--- src/rtl/sram_port_arbiter_if.sv ---
// Requester-side bundle for sram_port_arbiter: per-requester command inputs,
// one-hot grant and tagged read-return outputs.
interface sram_port_arbiter_if #(
  parameter int unsigned NUM_REQ = 3,
  parameter int unsigned ADDR_W  = 8,
  parameter int unsigned DATA_W  = 256
);
  logic [NUM_REQ-1:0]        i_req;
  logic [NUM_REQ-1:0]        i_lock;
  logic [NUM_REQ-1:0]        i_we;
  logic [NUM_REQ*ADDR_W-1:0] i_addr;
  logic [NUM_REQ*DATA_W-1:0] i_wdata;
  logic [NUM_REQ-1:0]        o_gnt;
  logic [NUM_REQ-1:0]        o_rvalid;
  logic [DATA_W-1:0]         o_rdata;

  modport master (
    output i_req, i_lock, i_we, i_addr, i_wdata,
    input  o_gnt, o_rvalid, o_rdata
  );

  modport slave (
    input  i_req, i_lock, i_we, i_addr, i_wdata,
    output o_gnt, o_rvalid, o_rdata
  );
endinterface

--- src/rtl/sram_port_arbiter.sv ---
// Round-robin arbiter sharing one SRAM port among NUM_REQ requesters, with
// burst lock, registered SRAM command and requester-tagged read return.
module sram_port_arbiter #(
  parameter int unsigned NUM_REQ = 3,
  parameter int unsigned ADDR_W  = 8,
  parameter int unsigned DATA_W  = 256,
  parameter int unsigned RD_LAT  = 1
) (
  input  logic              i_clk,
  input  logic              i_rstn,
  sram_port_arbiter_if.slave req_if,
  output logic [ADDR_W-1:0] o_sram_address,
  output logic              o_sram_wr_en,
  output logic [DATA_W-1:0] o_sram_wdata,
  input  logic [DATA_W-1:0] i_sram_rdata
);

  localparam int unsigned IDX_W = (NUM_REQ > 1) ? $clog2(NUM_REQ) : 1;
  localparam int unsigned TAG_W = RD_LAT * NUM_REQ;

  logic [IDX_W-1:0]   ptr_q, ptr_d;
  logic [IDX_W-1:0]   owner_q, owner_d;
  logic               lock_valid_q, lock_valid_d;
  logic [ADDR_W-1:0]  addr_q, addr_d;
  logic               wr_en_q, wr_en_d;
  logic [DATA_W-1:0]  wdata_q, wdata_d;
  logic [TAG_W-1:0]   tag_q, tag_d;
  logic [NUM_REQ-1:0] rvalid_q, rvalid_d;

  logic               found;
  logic               gnt_any;
  logic [IDX_W-1:0]   gnt_idx;
  logic [IDX_W-1:0]   cand;
  logic [NUM_REQ-1:0] gnt;
  logic [NUM_REQ-1:0] new_tag;

  // Lock owner keeps the port while it still requests; otherwise search from ptr.
  always_comb begin
    found   = 1'b0;
    gnt_idx = '0;
    cand    = '0;
    if (lock_valid_q && req_if.i_req[owner_q]) begin
      found   = 1'b1;
      gnt_idx = owner_q;
    end else begin
      for (int unsigned i = 0; i < NUM_REQ; i++) begin
        cand = IDX_W'((32'(ptr_q) + i) % NUM_REQ);
        if (!found && req_if.i_req[cand]) begin
          found   = 1'b1;
          gnt_idx = cand;
        end
      end
    end
    gnt_any = found & i_rstn;
  end

  always_comb begin
    gnt = '0;
    if (gnt_any) gnt[gnt_idx] = 1'b1;
  end

  always_comb begin
    ptr_d        = ptr_q;
    owner_d      = owner_q;
    lock_valid_d = 1'b0;
    addr_d       = addr_q;
    wr_en_d      = 1'b0;
    wdata_d      = wdata_q;
    new_tag      = '0;
    if (gnt_any) begin
      addr_d       = req_if.i_addr[gnt_idx*ADDR_W +: ADDR_W];
      wr_en_d      = req_if.i_we[gnt_idx];
      wdata_d      = req_if.i_wdata[gnt_idx*DATA_W +: DATA_W];
      ptr_d        = (gnt_idx == IDX_W'(NUM_REQ - 1)) ? '0 : gnt_idx + IDX_W'(1);
      lock_valid_d = req_if.i_lock[gnt_idx];
      owner_d      = gnt_idx;
      new_tag      = req_if.i_we[gnt_idx] ? '0 : gnt;
    end
    // Tag pipeline is flattened: newest stage in the low bits, oldest feeds rvalid.
    tag_d    = (tag_q << NUM_REQ) | TAG_W'(new_tag);
    rvalid_d = tag_q[TAG_W-1 -: NUM_REQ];
  end

  always_ff @(posedge i_clk or negedge i_rstn) begin
    if (!i_rstn) begin
      ptr_q        <= '0;
      owner_q      <= '0;
      lock_valid_q <= 1'b0;
      addr_q       <= '0;
      wr_en_q      <= 1'b0;
      wdata_q      <= '0;
      tag_q        <= '0;
      rvalid_q     <= '0;
    end else begin
      ptr_q        <= ptr_d;
      owner_q      <= owner_d;
      lock_valid_q <= lock_valid_d;
      addr_q       <= addr_d;
      wr_en_q      <= wr_en_d;
      wdata_q      <= wdata_d;
      tag_q        <= tag_d;
      rvalid_q     <= rvalid_d;
    end
  end

  assign req_if.o_gnt    = gnt;
  assign req_if.o_rvalid = rvalid_q;
  assign req_if.o_rdata  = i_sram_rdata;
  assign o_sram_address  = addr_q;
  assign o_sram_wr_en    = wr_en_q;
  assign o_sram_wdata    = wdata_q;

endmodule

--- src/flat_wrapper.sv ---
// flat-port wrapper written by rule: the top's interface ports become plain ports
module sram_port_arbiter_flat 
#(
  parameter int unsigned NUM_REQ = 3,
  parameter int unsigned ADDR_W  = 8,
  parameter int unsigned DATA_W  = 256,
  parameter int unsigned RD_LAT  = 1
)
  (i_clk, i_rstn, o_sram_address, o_sram_wr_en, o_sram_wdata, i_sram_rdata, req_if_i_req, req_if_i_lock, req_if_i_we, req_if_i_addr, req_if_i_wdata, req_if_o_gnt, req_if_o_rvalid, req_if_o_rdata);
  sram_port_arbiter_if #(.NUM_REQ(NUM_REQ), .ADDR_W(ADDR_W), .DATA_W(DATA_W)) req_if_i ();
  input  logic i_clk;
  input  logic i_rstn;
  output logic [ADDR_W-1:0] o_sram_address;
  output logic o_sram_wr_en;
  output logic [DATA_W-1:0] o_sram_wdata;
  input  logic [DATA_W-1:0] i_sram_rdata;
  input wire logic [$bits(req_if_i.i_req)-1:0] req_if_i_req;
  input wire logic [$bits(req_if_i.i_lock)-1:0] req_if_i_lock;
  input wire logic [$bits(req_if_i.i_we)-1:0] req_if_i_we;
  input wire logic [$bits(req_if_i.i_addr)-1:0] req_if_i_addr;
  input wire logic [$bits(req_if_i.i_wdata)-1:0] req_if_i_wdata;
  output wire logic [$bits(req_if_i.o_gnt)-1:0] req_if_o_gnt;
  output wire logic [$bits(req_if_i.o_rvalid)-1:0] req_if_o_rvalid;
  output wire logic [$bits(req_if_i.o_rdata)-1:0] req_if_o_rdata;
  assign req_if_i.i_req = req_if_i_req;
  assign req_if_i.i_lock = req_if_i_lock;
  assign req_if_i.i_we = req_if_i_we;
  assign req_if_i.i_addr = req_if_i_addr;
  assign req_if_i.i_wdata = req_if_i_wdata;
  assign req_if_o_gnt = req_if_i.o_gnt;
  assign req_if_o_rvalid = req_if_i.o_rvalid;
  assign req_if_o_rdata = req_if_i.o_rdata;
  sram_port_arbiter #(.NUM_REQ(NUM_REQ), .ADDR_W(ADDR_W), .DATA_W(DATA_W), .RD_LAT(RD_LAT)) u_core (.i_clk(i_clk), .i_rstn(i_rstn), .req_if(req_if_i), .o_sram_address(o_sram_address), .o_sram_wr_en(o_sram_wr_en), .o_sram_wdata(o_sram_wdata), .i_sram_rdata(i_sram_rdata));
endmodule
--- config.mk ---
export PLATFORM = sky130hd
export DESIGN_NAME = sram_port_arbiter_flat
export DESIGN_NICKNAME = d
export VERILOG_FILES = /design/src/rtl/sram_port_arbiter_if.sv /design/src/rtl/sram_port_arbiter.sv /design/src/flat_wrapper.sv
export SDC_FILE = /design/constraint.sdc
export NUM_CORES = 1
export LEC_CHECK = 0
export BUFFER_PORTS_ARGS = -buffer_cell sky130_fd_sc_hd__buf_2
export CAP_MARGIN = 20
export CORE_AREA = 3 3 616 618
export CTS_CLUSTER_SIZE = 12
export DETAILED_ROUTE_END_ITERATION = 6
export DIE_AREA = 0 0 619 621
export SYNTH_ARGS = -nofsm -noshare
export SYNTH_HDL_FRONTEND = slang
export SYNTH_SLANG_ARGS = --single-unit
--- constraint.sdc ---
create_clock -name i_clk -period 3.4 [get_ports i_clk]
set_input_delay 0 -clock i_clk [delete_from_list [all_inputs] [get_ports i_clk]]
set_output_delay 0 -clock i_clk [all_outputs]
set_load 0.01 [all_outputs]
### Word-level counts from Yosys, hierarchy flattened

Cells that the tools add are included.

| storage, ports and cells | value |
|---|---|
| flip-flop bits (word level) | 276 |
| word-level logic and storage cells | 60 |
| input bits | 1,059 |
| output and inout port bits | 527 |

| cells by class | value |
|---|---|
| magnitude comparators | 6 |
| bitwise gates (word level) | 1 |
| reduce and logical (&&, ||, !) cells | 6 |
| multiplexer cells | 30 |
| eq/ne operators | 1 |
| $add $sub $neg | 3 |
| divide/modulo/power cells | 3 |
| shift-type cells | 2 |

Operators with widths:

| operator | count |
|---|---|
| $shiftx 768x11->256 | 1 |
| $mod 32x2->32 const B | 2 |
| $mod 2x2->32 const B | 1 |
| $shiftx 24x6->8 | 1 |
| $lt 2x3->1 const B | 5 |
| $mux 1 | 15 |
| $bmux 1 s2 | 6 |
| $mux 2 | 5 |
| $mux 3 | 3 |
| $logic_and 1x1->1 | 4 |
| $add 2x1->3 const B | 1 |
| $add 2x2->3 const B | 1 |
| $add 2x1->2 const B | 1 |
| $demux 1 s2 | 1 |
| $eq 2x2->1 const B | 1 |
| $ge 2x1->1 const B | 1 |
| $logic_not 1->1 | 2 |
| $and 1x1->1 | 1 |

### Logic depth before layout (Yosys ltp)

Gate-level depths: netlist of the first run.

| logic depth | value |
|---|---|
| depth in word-level cells | 20 |
| depth in mapped cells | 12 |
| depth with buffers taken out | 8 |

### Worst setup path after synthesis of the first run

Ideal clock, no wire load.

| timing | value |
|---|---|
| path type | register to register |
| start | register u_core.ptr_q[0] |
| end | register u_core.addr_q[0] (netlist: u_core.o_sram_address[0]) |
| library setup time | 0.139 ns |
| arrival time | 2.228 ns |
| data required time | 3.261 ns |
| path buffers | 4 |
| slack | 1.033 ns |
| stages on the path, launching flop included | 13 |
| cell sequence | dfrtp_1 -> inv_1 -> ha_1 -> buf_4 -> mux2i_1 -> mux2_2 -> a21bo_2 -> o21a_1 -> buf_4 -> buf_4 -> clkbuf_1 -> o21ai_0 -> o221ai_1 |

| on the way | value |
|---|---|
| longest elaborated chain between the ends | 14 |

Ends and longest elaborated chain:

| element | line | text |
|---|---|---|
| from (decl) | sram_port_arbiter.sv:21 | `logic [IDX_W-1:0] ptr_q, ptr_d;` |
| from (signal assigned) | sram_port_arbiter.sv:95 | `ptr_q <= ptr_d;` |
| parallel branches: the longest is 14 deep, another holds $mod 32x2->32 | -- |  |
| to (signal assigned) | sram_port_arbiter.sv:98 | `addr_q <= addr_d;` |
| to (decl) | sram_port_arbiter.sv:24 | `logic [ADDR_W-1:0] addr_q, addr_d;` |

Parallel ways; which one is timed is not known. The select of a mux whose other input is x is not followed.
A chain may end at the register's enable or synchronous reset.

### Final worst setup path of the first run

| timing | value |
|---|---|
| start | register u_core.ptr_q[0] |
| end | register u_core.wdata_q[197] (netlist: u_core.o_sram_wdata[197]) |

| on the way | value |
|---|---|
| longest elaborated chain between the ends | 14 |

Ends and longest elaborated chain:

| element | line | text |
|---|---|---|
| parallel branches: the longest is 14 deep, another holds $mod 32x2->32 | -- |  |
| to (signal assigned) | sram_port_arbiter.sv:100 | `wdata_q <= wdata_d;` |
| to (decl) | sram_port_arbiter.sv:26 | `logic [DATA_W-1:0] wdata_q, wdata_d;` |

Parallel ways; which one is timed is not known. The select of a mux whose other input is x is not followed.

==> out/results.ini, run 1 <==
[cts]
cts_buffer_depth=3
root_buffer=clkbuf_16
path_clk_slew_ps=70
cts-buffers-inserted=47
htreeDepth=2
clock-sinks=276
insertion_delay_ps=760
tritoncts=done

[grt]
grt_antenna_before_repair=331
overflow=0
grt_first_pass_wirelength_um=372000
grt_pass1_vias=25600
gr-usage-all-layers_pct=15.6
grt_max_degree=106

[cells_and_area]
layout_common_cells=buf_2 (1,072), dlygate4sd3_1 (706), dfrtp_1 (276)
drive_gt1_share_pct=34.7
nNetsFinal=4651
final_cell_count_no_fill=8756
final_common_cell=buf_2
area_delta_synth_final_pct=102

[route]
vias=27500
drt_iter0_drc=2903
avgRoutedWirePerCell_um=36.3
firstDrtPassIters=6
final_antenna_net_count=0
routed_via_density=3.15
drc_errors=0
totalWireLength_um=318000

[hold_path]
hp-class=input port to primary output
hold_depth=0
hp-start=i_sram_rdata[241]
min_to=req_if_o_rdata[241]

[critical_path]
max_stage_delay_ps=580
worstPathRequired_ps=3990
crit_buf_inv=3
reg2reg_depth=10
endpoint_kind=register
r2r_start=u_core.ptr_q[0]
worstSetupStartpointType=register
crit_path_max_fanout=102
path_class=register to register
crit_family=compound AO/OA/AOI/OAI gates
r2r_slack_ps=-80
r2r-end=u_core.o_sram_wdata[197]
path_cells=inv_1 -> ha_4 -> mux2i_2 -> mux2_4 -> a21bo_2 -> o21a_4 -> buf_12 -> o21ai_0 -> o221ai_1 -> dlygate4sd3_1
worstPathArrival_ps=4070
cpMaxStageDelayCell=dlygate4sd3_1

[yosys]
synthSimpleGateAreaFrac_pct=9.79
yosysUniqueCellTypes=41
syn_inst=2138
synth.avg_cell_area_um2=8.83
ys_seq_area_share_pct=36.6
synth-main-ff-cell=dfrtp_1
muxShareOfSynthArea_pct=0.272
synth_top_family_by_area=compound AO/OA/AOI/OAI gates
synthesis.area_um2=18900
synth_seq_cells=276
synth_edf_count=0
async_reset_ff_share_pct=100
synth-compound-area-share_pct=32.7
yosys.area_share.adder_pct=0.265
ys.warnings.count=0
synth_xor_area_share_pct=0
synthesis.nets=3201

[timing]
skew_ps=78.1
slew_headroom_pct=47.1
period_needed_ps=3480
hold_ws_ps=0.0891
final_max_slew_viol_count=0
tightest_slew_ps=794
setup_viol=7
rsz0062_at_grt=true
max_freq_ghz=0.287
period_share_pct=102
finalHoldViolations=0
fin_tns_setup_ps=-336
setup_ws_ps=-78.4

[power_and_ir_drop]
power.density_nw_per_um2=859
ir_drop_mv=1.03
finalPower_uw=32800
p_leak_uw=0.0156

[floorplanning]
rows=225
die_y_um=621
die_w_um=619
ios=1586
dieArea_um2=384000
core-area_um2=375000
start_util_pct=5.03

[placement]
pre_cts_ws_ps=281
gp_congestion=0.929
io_buffers=1073
dp_cells=7806
dp.final_hpwl_um=278000

[status]
status=finished, violations left
violations=negative setup slack

[job]
maxCapViolCount=0

logic make-up after synthesis:
logic type      after synthesis
flops                       276
simple gates                299
buf+inv                     731
mux                           5
compound gates              823
fa+ha+maj                     4
registers in the layout, indices dropped and copies added (netlist names):
| signal | cells |
|---|---|
| u_core.lock_valid_q | 1 |
| u_core.o_sram_address | 8 |
| u_core.o_sram_wdata | 256 |
| u_core.o_sram_wr_en | 1 |
| u_core.owner_q | 2 |
| u_core.ptr_q | 2 |
| u_core.req_if.o_rvalid | 3 |
| u_core.rvalid_d | 3 |
worst max-delay path by stage:
stage,from,endpoint,slack [ps],cells past startpoint
floorplan,u_core.ptr_q[0],u_core.o_sram_address[0],1030,12
global placement,u_core.ptr_q[0],req_if_o_gnt[0],230,10
detailed placement,u_core.ptr_q[0],req_if_o_gnt[0],280,10
CTS,u_core.ptr_q[0],req_if_o_gnt[0],-8,10
global route,u_core.ptr_q[0],u_core.o_sram_wdata[139],-30,10
finish,u_core.ptr_q[0],u_core.o_sram_wdata[197],-80,10
routing by layer:
layer,vias up,wire [µm],GRT usage (%)
li1,10800,-,-
met1,13000,89100,13.2
met2,2671,143000,25.2
met3,878,61900,13.1
met4,136,23000,8.70
met5,-,1060,0.253
through the flow:
| step | utilization [%] | instance area [µm²] |
|---|---|---|
| after global placement | 7.62 | 28600 |
| final | 10.2 | 38100 |
| after floorplan | - | 18900 |
| after global routing | 10.1 | 37900 |
| after detailed placement | 7.62 | 28600 |
| after CTS | 9.97 | 37400 |
repair_timing:
action / in CTS / in global routing
cloned: 0 / 9
pin swaps: 2 / 4
setup endpoints to repair: 2 / 94
resized for setup: 10 / 20
hold buffers: 707 / 0
hold endpoints to repair: 526 / 0
setup buffers: 3 / 8
worst reg2reg max path, stage by stage, from the launching register on:
cell and delay (ps):
dfrtp_1 410, inv_1 170, ha_4 220, mux2i_2 260, mux2_4 230, a21bo_2 260, o21a_4 260, buf_12 180
o21ai_0 580, o221ai_1 150, dlygate4sd3_1 580
report_power, final:
group	total (µW)	internal, µW	leakage (µW)	switching (µW)
logic	20700	7890	0.0114	12800
clock network	5450	3130	0.000804	2330
registers	6620	5090	0.00338	1530
synth_stat cells, types with 3 or more instances:
master | count | area, µm²
o21ai_0 | 270 | 1350
clkbuf_1 | 134 | 503
nor3_1 | 4 | 20.0
nand2b_1 | 6 | 37.5
ha_1 | 4 | 50.1
nor2_1 | 7 | 26.3
inv_1 | 269 | 1010
a21oi_1 | 5 | 25.0
a32oi_1 | 265 | 2320
clkbuf_2 | 3 | 15.0
nand3_1 | 5 | 25.0
buf_2 | 46 | 230
mux2i_1 | 4 | 40.0
o221ai_1 | 265 | 2320
a31oi_1 | 3 | 18.8
and2_1 | 267 | 1670
buf_4 | 276 | 2070
dfrtp_1 | 276 | 6910
cell type report:
cell class                      count  area (µm²)
Timing Repair Buffer             1863       13700
Multi-Input combinational cell   1131        8230
Clock inverter                     24         312
Inverter                          269        1010
Antenna cell                      135         338
Fill cell                       43600      337000
Clock buffer                       64        1360
Tap cell                         4994        6250
Sequential cell                   276        6910
Power figures use the tool's default switching activity.
==> run 2: changes to the inputs <==
clock period = 3.26 ns   (was 3.4 ns; I/O delays follow)
==> run 2 against run 1 <==
Compared with the run above:
- the flow finishes with violations (design-rule violations, negative setup slack)
- largest cell class unchanged
- wire length shrank 1.2%
- worst hold slack is essentially flat
- maximum frequency grew 5.5%
- sequential power grew 3.3%
- count of clock-buffer cells in the layout shrank 2
- cell count grew 1.4%
- final area grew 2.0%
- via count grew 1.2%
- utilization grew 0.20 points
- combinational power shrank 5%
==> out/results.ini, run 2 (synthesized netlist as in run 1, its figures left out) <==
[floorplanning]
die_w_um=619  ; unchanged
core-area_um2=375000  ; unchanged
rows=225  ; unchanged
die_y_um=621  ; unchanged
start_util_pct=5.03  ; unchanged
ios=1586  ; unchanged
dieArea_um2=384000  ; unchanged

[grt]
grt_first_pass_wirelength_um=374000  ; +0.79%
gr-usage-all-layers_pct=15.7  ; +0.057 points
grt_pass1_vias=26100  ; +1.9%
grt_antenna_before_repair=344  ; +3.9%
grt_max_degree=132  ; +25%
overflow=0  ; unchanged

[critical_path]
r2r_slack_ps=-40  ; +40 ps
endpoint_kind=register
path_class=register to register
r2r_start=u_core.ptr_q[1]
worstPathRequired_ps=3820  ; -170 ps
cpMaxStageDelayCell=dlygate4sd3_1
reg2reg_depth=10  ; unchanged
path_cells=inv_1 -> ha_4 -> mux2i_2 -> o22a_2 -> o21a_2 -> nand3_4 -> buf_12 -> a32oi_1 -> o221ai_1 -> dlygate4sd3_1
cp-startpoint=u_core.ptr_q[1]
worstSetupStartpointType=register
path_depth=10  ; unchanged
worstPathArrival_ps=3860  ; -210 ps
crit_path_max_fanout=131  ; +28%
crit_buf_inv=3  ; unchanged
max_stage_delay_ps=580  ; about the same
r2r-end=u_core.o_sram_wdata[172]
endpoint=u_core.o_sram_wdata[172]
crit_family=compound AO/OA/AOI/OAI gates

[route]
final_antenna_net_count=0  ; unchanged
avgRoutedWirePerCell_um=35.4  ; -2.5%
drt_iter0_drc=3020  ; +4.0%
drc_errors=18  ; +18
totalWireLength_um=314000  ; -1.2%
routed_via_density=3.14  ; -0.21%
vias=27900  ; +1.2%
firstDrtPassIters=7  ; +1

[power_and_ir_drop]
power.density_nw_per_um2=819  ; -4.7%
ir_drop_mv=0.553  ; -46%
finalPower_uw=31800  ; -2.8%
p_leak_uw=0.0158  ; +1.3%

[timing]
max_freq_ghz=0.303  ; +5.5%
period_needed_ps=3300  ; -180 ps
setup_viol=1  ; -6
rsz0062_at_grt=true
setup_ws_ps=-38.0  ; +40.4 ps
slew_headroom_pct=30.1  ; -17 points
hold_ws_ps=0.0892  ; +0.000190 ps
final_max_slew_viol_count=0  ; unchanged
tightest_slew_ps=1050  ; +255 ps
finalHoldViolations=0  ; unchanged
period_share_pct=101  ; -1.1 points
skew_ps=28.4  ; -49.7 ps

[placement]
dp.final_hpwl_um=277000  ; -0.44%
io_buffers=1073  ; unchanged
gp_congestion=0.949  ; +2.2%

[cells_and_area]
area_delta_synth_final_pct=106
largest_reg_flops=256  ; unchanged
layout_common_cells=buf_2 (1,071), dlygate4sd3_1 (795), dfrtp_1 (276)
regArea_um2=6910  ; unchanged
drive_gt1_share_pct=33.8  ; -0.88 points
nNetsFinal=4744  ; +2.0%
multi_input_area_um2=8270  ; +0.59%
n_fill_cell=43500  ; -0.24%
final_common_cell=buf_2

[cts]
path_clk_slew_ps=60  ; about the same
clock-sinks=276  ; unchanged
root_buffer=clkbuf_16
htreeDepth=2  ; unchanged
tritoncts=done
cts_buffer_depth=3  ; unchanged
cts-buffers-inserted=45  ; -4.3%
insertion_delay_ps=680  ; -80 ps

[status]
violations=design-rule violations, negative setup slack
status=finished, violations left

[hold_path]
hp-class=input port to primary output

[job]
maxCapViolCount=0  ; unchanged

run 2: area by class of cell:
type	instances	area share (%)
clock buffer	62	3.22
timing repair buffer	1958	37.4
antenna	170	1.09
sequential	276	17.8
inverter	269	2.60
tap	4994	16.1
clock inverter	16	0.592
multi-input combinational	1131	21.3
run 2: through the flow:
stage	setup TNS (ps)	setup WS (ps)	utilization [%]	cells	area, µm²
after global routing	-2.09	-2.09	10.3	8792	38700
after global placement	0	347	7.67	7820	28700
after detailed placement	0	335	7.67	7820	28700
after CTS	-8.95	-8.95	10.2	8696	38300
final	-38.0	-38.0	10.4	8876	38900
after floorplan	0	893	-	2138	18900
run 2: what timing repair did:
action | in CTS | in global routing
endpoints found under the hold margin | 455 | 0
pin swaps | 1 | 5
endpoints found under the setup margin | 3 | 9
hold buffers | 796 | 0
setup buffers | 2 | 11
resized for setup | 17 | 15
run 2: metal layers:
layer / GRT usage (%) / up-vias / share of wire (%)
met5: 0.429 / - / 0.42
met4: 10.0 / 166 / 8.3
met3: 13.0 / 887 / 19
met2: 24.6 / 2612 / 44
met1: 13.4 / 13100 / 28
li1: - / 11000 / -
run 2: worst min-delay path by stage:
stage	start	to	slack (ps)	cells after the start
after floorplan	i_rstn	u_core.lock_valid_q	-300	0
after global placement	i_sram_rdata[241]	req_if_o_rdata[241]	0.5	0
after detailed placement	i_sram_rdata[241]	req_if_o_rdata[241]	0.5	0
after CTS	i_sram_rdata[241]	req_if_o_rdata[241]	0.5	0
after global routing	i_sram_rdata[241]	req_if_o_rdata[241]	0.08	0
final	i_sram_rdata[241]	req_if_o_rdata[241]	0.09	0
run 2: power by group:
group / internal, µW / switching (µW)
combinational: 6900 / 12800
sequential: 5310 / 1520
clock: 3050 / 2240
